### src/rtl/rst_req_gen.sv
// Reset-request generator: merges power-on, software and watchdog sources into one
// stretched rstreq, released only after a 4-phase req/ack handshake with the remote domain.
module rst_req_gen #(
    parameter int MINCYCLES  = 8,
    parameter int ACKTIMEOUT = 64,
    parameter int SYNCSTAGES = 2
) (
    input  logic       clk,
    input  logic       areset,
    input  logic       swreq,
    input  logic       wdtimeout,
    input  logic       rstack_async,
    input  logic       cause_clr,
    output logic       rstreq,
    output logic       busy,
    output logic [1:0] cause,
    output logic       ackerr
);
    localparam int CW = $clog2(ACKTIMEOUT + 1);
    localparam logic [CW-1:0] MIN_LAST = CW'(MINCYCLES - 1);
    localparam logic [CW-1:0] TO_LAST  = CW'(ACKTIMEOUT - 1);
    localparam logic [CW-1:0] TO_SAT   = CW'(ACKTIMEOUT);

    localparam logic [1:0] CAUSE_NONE = 2'b00;
    localparam logic [1:0] CAUSE_POR  = 2'b01;
    localparam logic [1:0] CAUSE_SW   = 2'b10;
    localparam logic [1:0] CAUSE_WDT  = 2'b11;

    typedef enum logic [1:0] {
        ST_IDLE    = 2'b00,
        ST_ASSERT  = 2'b01,
        ST_RELEASE = 2'b10
    } state_t;

    state_t                state_q, state_d;
    logic [CW-1:0]         count_q, count_d;
    logic [1:0]            cause_q, cause_d;
    logic                  ackerr_q, ackerr_d;
    logic                  rstreq_q;
    logic                  busy_q;
    logic [SYNCSTAGES-1:0] ack_sync_q;
    logic                  ack_sync;

    // The acknowledge crosses from the remote domain; nothing else looks at rstack_async.
    always_ff @(posedge clk or posedge areset) begin
        if (areset) begin
            ack_sync_q <= '0;
        end else begin
            ack_sync_q <= {ack_sync_q[SYNCSTAGES-2:0], rstack_async};
        end
    end

    assign ack_sync = ack_sync_q[SYNCSTAGES-1];

    always_comb begin
        state_d  = state_q;
        count_d  = count_q;
        cause_d  = cause_q;
        ackerr_d = ackerr_q;

        // A cause loaded on ASSERT entry below overrides a simultaneous clear.
        if (cause_clr) begin
            cause_d = CAUSE_NONE;
        end

        unique case (state_q)
            ST_IDLE: begin
                if (wdtimeout) begin
                    state_d = ST_ASSERT;
                    cause_d = CAUSE_WDT;
                end else if (swreq) begin
                    state_d = ST_ASSERT;
                    cause_d = CAUSE_SW;
                end
            end
            ST_ASSERT: begin
                if (count_q >= MIN_LAST && ack_sync) begin
                    state_d = ST_RELEASE;
                end else if (count_q == TO_LAST && !ack_sync) begin
                    state_d  = ST_RELEASE;
                    ackerr_d = 1'b1;
                end
            end
            ST_RELEASE: begin
                if (!ack_sync) begin
                    state_d = ST_IDLE;
                end else if (count_q == TO_LAST) begin
                    state_d  = ST_IDLE;
                    ackerr_d = 1'b1;
                end
            end
            default: begin
                state_d = ST_ASSERT;
            end
        endcase

        if (state_d != state_q) begin
            count_d = '0;
        end else if (state_q != ST_IDLE && count_q != TO_SAT) begin
            count_d = count_q + CW'(1);
        end
    end

    // Outputs are decoded from the next state so they change on the same edge as the state.
    always_ff @(posedge clk or posedge areset) begin
        if (areset) begin
            state_q  <= ST_ASSERT;
            count_q  <= '0;
            cause_q  <= CAUSE_POR;
            ackerr_q <= 1'b0;
            rstreq_q <= 1'b1;
            busy_q   <= 1'b1;
        end else begin
            state_q  <= state_d;
            count_q  <= count_d;
            cause_q  <= cause_d;
            ackerr_q <= ackerr_d;
            rstreq_q <= (state_d == ST_ASSERT);
            busy_q   <= (state_d != ST_IDLE);
        end
    end

    assign rstreq = rstreq_q;
    assign busy   = busy_q;
    assign cause  = cause_q;
    assign ackerr = ackerr_q;
endmodule

### config.mk
export PLATFORM = sky130hd
export DESIGN_NAME = rst_req_gen
export DESIGN_NICKNAME = d
export VERILOG_FILES = /design/src/rtl/rst_req_gen.sv
export SDC_FILE = /design/constraint.sdc
export NUM_CORES = 1
export LEC_CHECK = 0
export ABC_AREA = 1
export CORE_ASPECT_RATIO = 0.9
export CORE_MARGIN = 4
export CORE_UTILIZATION = 57
export CTS_CLUSTER_DIAMETER = 50
export DETAILED_ROUTE_END_ITERATION = 8
export GPL_TIMING_DRIVEN = 0
export HOLD_SLACK_MARGIN = 0.15
export PLACE_DENSITY = 0.81
export SLEW_MARGIN = 20
export SYNTH_ARGS = -nofsm -noshare
export SYNTH_HDL_FRONTEND = slang
export SYNTH_SLANG_ARGS = --single-unit
### constraint.sdc
create_clock -name clk -period 2.7 [get_ports clk]
set_clock_uncertainty 0.05 [all_clocks]
set_input_delay 0.27 -clock clk [delete_from_list [all_inputs] [get_ports clk]]
set_output_delay 0.27 -clock clk [all_outputs]
set_load 0.03 [all_outputs]
==> flow_metrics.tcl, run 1 <==
set metrics [dict create \
    status "complete, no violations" \
    grt_pass1_wl_mm 3.084 \
    post_synth_num_cell_types 22 \
    cap_violations 0 \
    fin_nets 129 \
    regToRegStartpoint "count_q[0]$_DFFE_PP0P_" \
    yosysMostFrequentCell "nand2_1" \
    grt_max_degree 17 \
    ys_ff_latch 16 \
    cts-hold-fix-buffers 0 \
    root_buffer "clkbuf_4" \
    netlist.area_leader.share_pct 33.47 \
    critPathTopFamily "buffers and inverters" \
    power_density_nw_per_um2 825.0 \
    power_mw 0.8598 \
    syn_area_um2 897.1 \
    tns_ns 0 \
    synth-edff-count 0 \
    r2r_cells 10 \
    period_share_pct 67.02 \
    path_buf_inv 1 \
    die_h_um 45.64 \
    max_freq_mhz 552.6 \
    gp_congestion 0.8117 \
    cts_buffers 3 \
    slowest_stage "clkdlybuf4s50_1" \
    slowest_delay_ns 0.66 \
    p_leak_nw 0.4921 \
    rsz0062_at_grt "no" \
    grt_pass1_vias 705 \
    setup_violations 0 \
    crit_chain "clkdlybuf4s50_1" \
    slew_headroom_pct 59.74 \
    grt-ovfl-total 0 \
    cts_resized 0 \
    synth_common_cells "nand2_1, inv_1, dfrtp_1" \
    clockBufferDepth 2 \
    yosys-top-cells-area "dfrtp_1, dfstp_2, nor2_2" \
    synth_cells 106 \
    clock-sinks 16 \
    cts_tree "done" \
    cts_setup_buffers 0 \
    syn_avg_cell_area_um2 8.463 \
    vias 715 \
    drtPass1Iterations 4 \
    ys.flop_type "dfrtp_1" \
    io_pins 11 \
    initialDrtViolationCount 21 \
    rows 13 \
    peakVddDrop_uv 460.8 \
    cp-start-kind "flop" \
    cp_data_arrival_time_ns 1.49 \
    tightest_slew_ns 0.6032 \
    coreArea_um2 1464 \
    crit_path_end_kind "output port" \
    drc 0 \
    slew_viol_final 0 \
    die_w_um 49.82 \
    hpwl_mm 1.255 \
    synth_fp_nets 114 \
    wl_per_cell_um 12.62 \
    min_period_ns 1.810 \
    dieArea_um2 2274 \
    htree_levels 1 \
    synthArstFlopShare_pct 100.0 \
    post_drt_via_cell_ratio 5.296 \
    ys_seq_area_share_pct 45.19 \
    crit_start "cause[0]$_DFF_PP1_" \
    antenna_found_initial 0 \
    gr-usage-all-layers_pct 18.43 \
    required_ns 2.38 \
    cp_max_fo 2 \
    r2r_slack_ns 1.08 \
    areaGrowthSynthToFinish_pct 16.18 \
    start_util_pct 61.28 \
    final-hold-violation-count 0 \
    fillers 113 \
    hp-class "in -> async" \
    clk_pin_slew_worst_paths_ns 0.10 \
    drtAntennaViolNets 0 \
    n_antenna_cell 0 \
    critPathCapture "cause[0]" \
    yosys_warnings 0 \
    path_depth 1 \
    drt_wl_total_mm 1.704 \
    yosysTopAreaCell "dfrtp_1" \
    path_class "reg -> out" \
    worst_r2r_endpoint "count_q[5]$_DFFE_PP0P_" \
    clk_latency_ns 0.29 \
    numPortBuffers 10 \
    drive_gt1_share_pct 28.33 \
]
[worst min path at each step]
stage          slack (ns)                     from                       to
6_report             0.30                   areset   count_q[6]$_DFFE_PP0P_
5_1_grt              0.32                   areset   count_q[6]$_DFFE_PP0P_
4_1_cts              0.32                   areset   count_q[6]$_DFFE_PP0P_
3_5_place_dp         0.30  ack_sync_q[0]$_DFF_PP0_  ack_sync_q[1]$_DFF_PP0_
3_3_place_gp         0.29  ack_sync_q[0]$_DFF_PP0_  ack_sync_q[1]$_DFF_PP0_
2_1_floorplan        0.13                   areset  ack_sync_q[0]$_DFF_PP0_
[cells by family after synthesis]
logic type	Yosys count	synth area share, %
XOR/XNOR	3	2.929
AO/OA/AOI/OAI	7	6.555
buffers and inverters	19	7.950
AND/OR/NAND/NOR	59	34.59
flip-flops	16	45.19
adder cells (fa/ha/maj)	2	2.789
[sequential cells by signal, summed over array words and instances (netlist names)]
signal and count:
count_q 7, state_q 2, cause 2, busy 1, ackerr 1, rstreq 1
ack_sync_q 2
[report_power, final]
group	internal [mW]	switching, mW	total [mW]	leakage (nW)
registers	0.314	0.0389	0.353	0.200
clock network	0.0574	0.0757	0.133	0.0150
logic	0.139	0.235	0.374	0.277
[through the flow]
| stage | setup WS, ns | instance area (um2) | hold WS [ns] | cells | util, % |
|---|---|---|---|---|---|
| 2_1_floorplan | 1.286 | 897.1 | 0.1309 | 106 | - |
| 3_3_place_gp | 1.157 | 1016 | 0.2921 | 131 | 69.40 |
| 3_5_place_dp | 1.107 | 1016 | 0.3004 | 131 | 69.40 |
| 4_1_cts | 0.8782 | 1042 | 0.3212 | 135 | 71.20 |
| 5_1_grt | 0.8469 | 1042 | 0.3232 | 135 | 71.20 |
| 6_report | 0.8904 | 1042 | 0.2991 | 135 | 71.20 |
[layout make-up]
type,count,area [um2],area share (%)
tap,15,18.77,1.801
clock buffer,4,26.28,2.521
sequential,16,405.4,38.90
multi-input combinational,71,420.4,40.34
inverter,19,71.32,6.843
timing repair buffer,10,100.1,9.604
[layout by cell type, fill, tap and decap left out, types with 2 or more instances in the layout]
master | Yosys | layout
inv_2 | 5 | 5
nor2_1 | 7 | 7
dfstp_2 | 4 | 4
clkdlybuf4s50_1 | 0 | 10
nand2_2 | 5 | 5
nand2_1 | 18 | 18
clkbuf_4 | 0 | 3
xor2_1 | 3 | 3
o21ai_0 | 3 | 3
nor2_2 | 11 | 11
ha_1 | 2 | 2
nand3_1 | 10 | 10
dfrtp_1 | 12 | 12
nand4_1 | 3 | 3
nand3_2 | 2 | 2
inv_1 | 13 | 13
[worst register-to-register path, stage by stage, from the launching register on]
cell and delay [ns]:
dfrtp_1 0.43, ha_1 0.25, nand2_1 0.14, nor2_2 0.07, nand2_2 0.09, inv_2 0.05, nand3_2 0.06, nand2_2 0.07
nor2_2 0.15, nand2_4 0.11, nor2_2 0.10
[layer usage]
| layer | track usage (%) | up-vias | part of all wire [%] |
|---|---|---|---|
| li1 | - | 357 | - |
| met1 | 22.82 | 331 | 47 |
| met2 | 32.19 | 23 | 48 |
| met3 | 3.934 | 4 | 4.5 |
| met4 | 6.630 | 0 | 1.0 |
| met5 | 0 | - | 0 |
Power figures use the tool's default switching activity.
==> run 2, diff against run 1 <==
--- a/config.mk
+++ b/config.mk
@@ -8,12 +8,12 @@
 export ABC_AREA = 1
 export CORE_ASPECT_RATIO = 0.9
 export CORE_MARGIN = 4
-export CORE_UTILIZATION = 57
+export CORE_UTILIZATION = 48
 export CTS_CLUSTER_DIAMETER = 50
 export DETAILED_ROUTE_END_ITERATION = 8
 export GPL_TIMING_DRIVEN = 0
 export HOLD_SLACK_MARGIN = 0.15
-export PLACE_DENSITY = 0.81
+export PLACE_DENSITY = 0.73
 export SLEW_MARGIN = 20
 export SYNTH_ARGS = -nofsm -noshare
 export SYNTH_HDL_FRONTEND = slang
==> constraint.sdc (replaced) <==
create_clock -name clk -period 1.6 [get_ports clk]
set_clock_uncertainty 0.05 [all_clocks]
set_input_delay 0.16 -clock clk [delete_from_list [all_inputs] [get_ports clk]]
set_output_delay 0.16 -clock clk [all_outputs]
set_load 0.03 [all_outputs]
==> run 2 against run 1 <==
Effect of this change:
- cell count rose by 7.4%
- utilization is 8.2 points lower
- critical path type is now reg -> reg
- worst hold slack got worse by 0.12 ns
- routed wire length grew 1.4%
- total power grew 70%
- critical path depth is 7 higher
==> flow_metrics.tcl, run 2 (synthesis gave the netlist of run 1 again) <==
set metrics [dict create \
    status "complete, no violations" \
    dpl_cell_area_um2 1027 \
    htree_levels 1 \
    cp_max_fo 7 \
    drc 0 \
    root_buffer "clkbuf_4" \
    cp-start-kind "flop" \
    clockBufferDepth 2 \
    die_h_um 49.02 \
    hpwl_mm 1.326 \
    drtPass1Iterations 5 \
    required_ns 1.77 \
    post_drt_via_cell_ratio 4.897 \
    power_density_nw_per_um2 1348 \
    fin_area_um2 1082 \
    cap_violations 0 \
    die_w_um 53.57 \
    cts_buffers 3 \
    worst_r2r_endpoint "count_q[1]$_DFFE_PP0P_" \
    max_freq_mhz 651.2 \
    regToRegStartpoint "count_q[0]$_DFFE_PP0P_" \
    slew_headroom_pct 60.92 \
    final_cell_mix "nand2_1, inv_1, dfrtp_1" \
    r2r_cells 8 \
    crit_path_end_kind "flop" \
    grt_max_degree 17 \
    io_pins 11 \
    setup_violations 0 \
    grt_pass1_wl_mm 2.925 \
    final_common_cell "nand2_1" \
    p_leak_nw 0.5039 \
    tns_ns 0 \
    start_util_pct 52.26 \
    clk_latency_ns 0.28 \
    areaGrowthSynthToFinish_pct 20.64 \
    cts_tree "done" \
    numPortBuffers 10 \
    r2r_slack_ns 0.06 \
    tightest_slew_ns 0.5856 \
    path_class "reg -> reg" \
    drive_gt1_share_pct 30.58 \
    final-hold-violation-count 0 \
    clock-sinks 16 \
    antenna_found_initial 0 \
    initialDrtViolationCount 16 \
    min_period_ns 1.536 \
    drtAntennaViolNets 0 \
    slew_viol_final 0 \
    fin_util_pct 63.05 \
    dieArea_um2 2626 \
    fillers 158 \
    drt_wl_total_mm 1.728 \
    grt-ovfl-total 0 \
    period_share_pct 95.98 \
    hp-class "in -> async" \
    grt_pass1_vias 694 \
    rows 14 \
    fin_nets 130 \
    crit_start "count_q[0]$_DFFE_PP0P_" \
    wl_per_cell_um 11.92 \
    cp_data_arrival_time_ns 1.71 \
    vias 710 \
    peakVddDrop_uv 634.4 \
    coreArea_um2 1717 \
    largest_reg_flops 7 \
    clk_pin_slew_worst_paths_ns 0.08 \
    n_antenna_cell 0 \
    regMostFlops "count_q" \
    gr-usage-all-layers_pct 15.47 \
    gp_congestion 0.7965 \
    cts-hold-fix-buffers 0 \
]
run 2: cell types whose count changed in the layout (fill, tap and decap cells not counted):
| cell | before | now |
|---|---|---|
| clkdlybuf4s50_1 | 10 | 7 |
| dlygate4sd2_1 | 0 | 3 |
| nor2_2 | 11 | 8 |
| nor2_4 | 1 | 4 |
| buf_4 | 0 | 1 |
| ha_1 | 2 | 1 |
| ha_2 | 0 | 1 |
| nand2_1 | 18 | 17 |
| nand2_4 | 1 | 2 |
run 2: cell type report:
type / instances / area, um2 / share of cell area [%]
inverters: 19 / 71.32 / 6.590
well taps: 24 / 30.03 / 2.775
flip-flops and latches: 16 / 405.4 / 37.46
clock buffers: 4 / 26.28 / 2.428
repair buffers: 11 / 103.9 / 9.595
multi-input cells: 71 / 445.4 / 41.16
run 2: how the worst max path moves through the flow:
stage	end	slack, ns	depth (start not counted)
global route	count_q[6]$_DFFE_PP0P_	-0.008	10
detailed placement	count_q[3]$_DFFE_PP0P_	0.005	8
floorplan	count_q[0]$_DFFE_PP0P_	0.19	10
global placement	count_q[5]$_DFFE_PP0P_	0.05	8
finish	count_q[1]$_DFFE_PP0P_	0.06	8
CTS	count_q[1]$_DFFE_PP0P_	0.04	8
run 2: where the power goes:
group | internal, mW | switching, mW
logic | 0.229 | 0.421
clock network | 0.0969 | 0.119
registers | 0.530 | 0.0621
run 2: routing by layer:
layer / up-vias / GRT usage (%) / routed length, um
li1: 362 / - / -
met1: 332 / 18.39 / 728
met2: 14 / 24.49 / 889
met3: 2 / 6.728 / 97
met4: 0 / 5.106 / 12
met5: - / 0 / 0
run 2: critical path, stage by stage (launching register included):
cell and delay [ns]:
dfrtp_1 0.42, ha_2 0.22, nand2_2 0.11, nand4_1 0.14, nand2_1 0.12, nand2_2 0.08
nor2_4 0.12, nand2_4 0.11, nor2_2 0.11
run 2: what timing repair did:
item / in CTS / in global routing
pin swaps: 0 / 0
endpoints found under the setup margin: 10 / 8
setup buffers: 0 / 1
gates resized for setup: 5 / 4
run 2: through the flow:
step	instances	power [mW]	hold slack [ns]	worst slack, ns
global placement	140	1.223	0.2864	0.05369
detailed placement	140	1.242	0.2895	0.005369
CTS	144	1.439	0.1975	0.04247
finish	145	1.458	0.1780	0.06426
floorplan	106	1.056	0.02088	0.1856
global route	145	1.575	0.2297	-0.007985
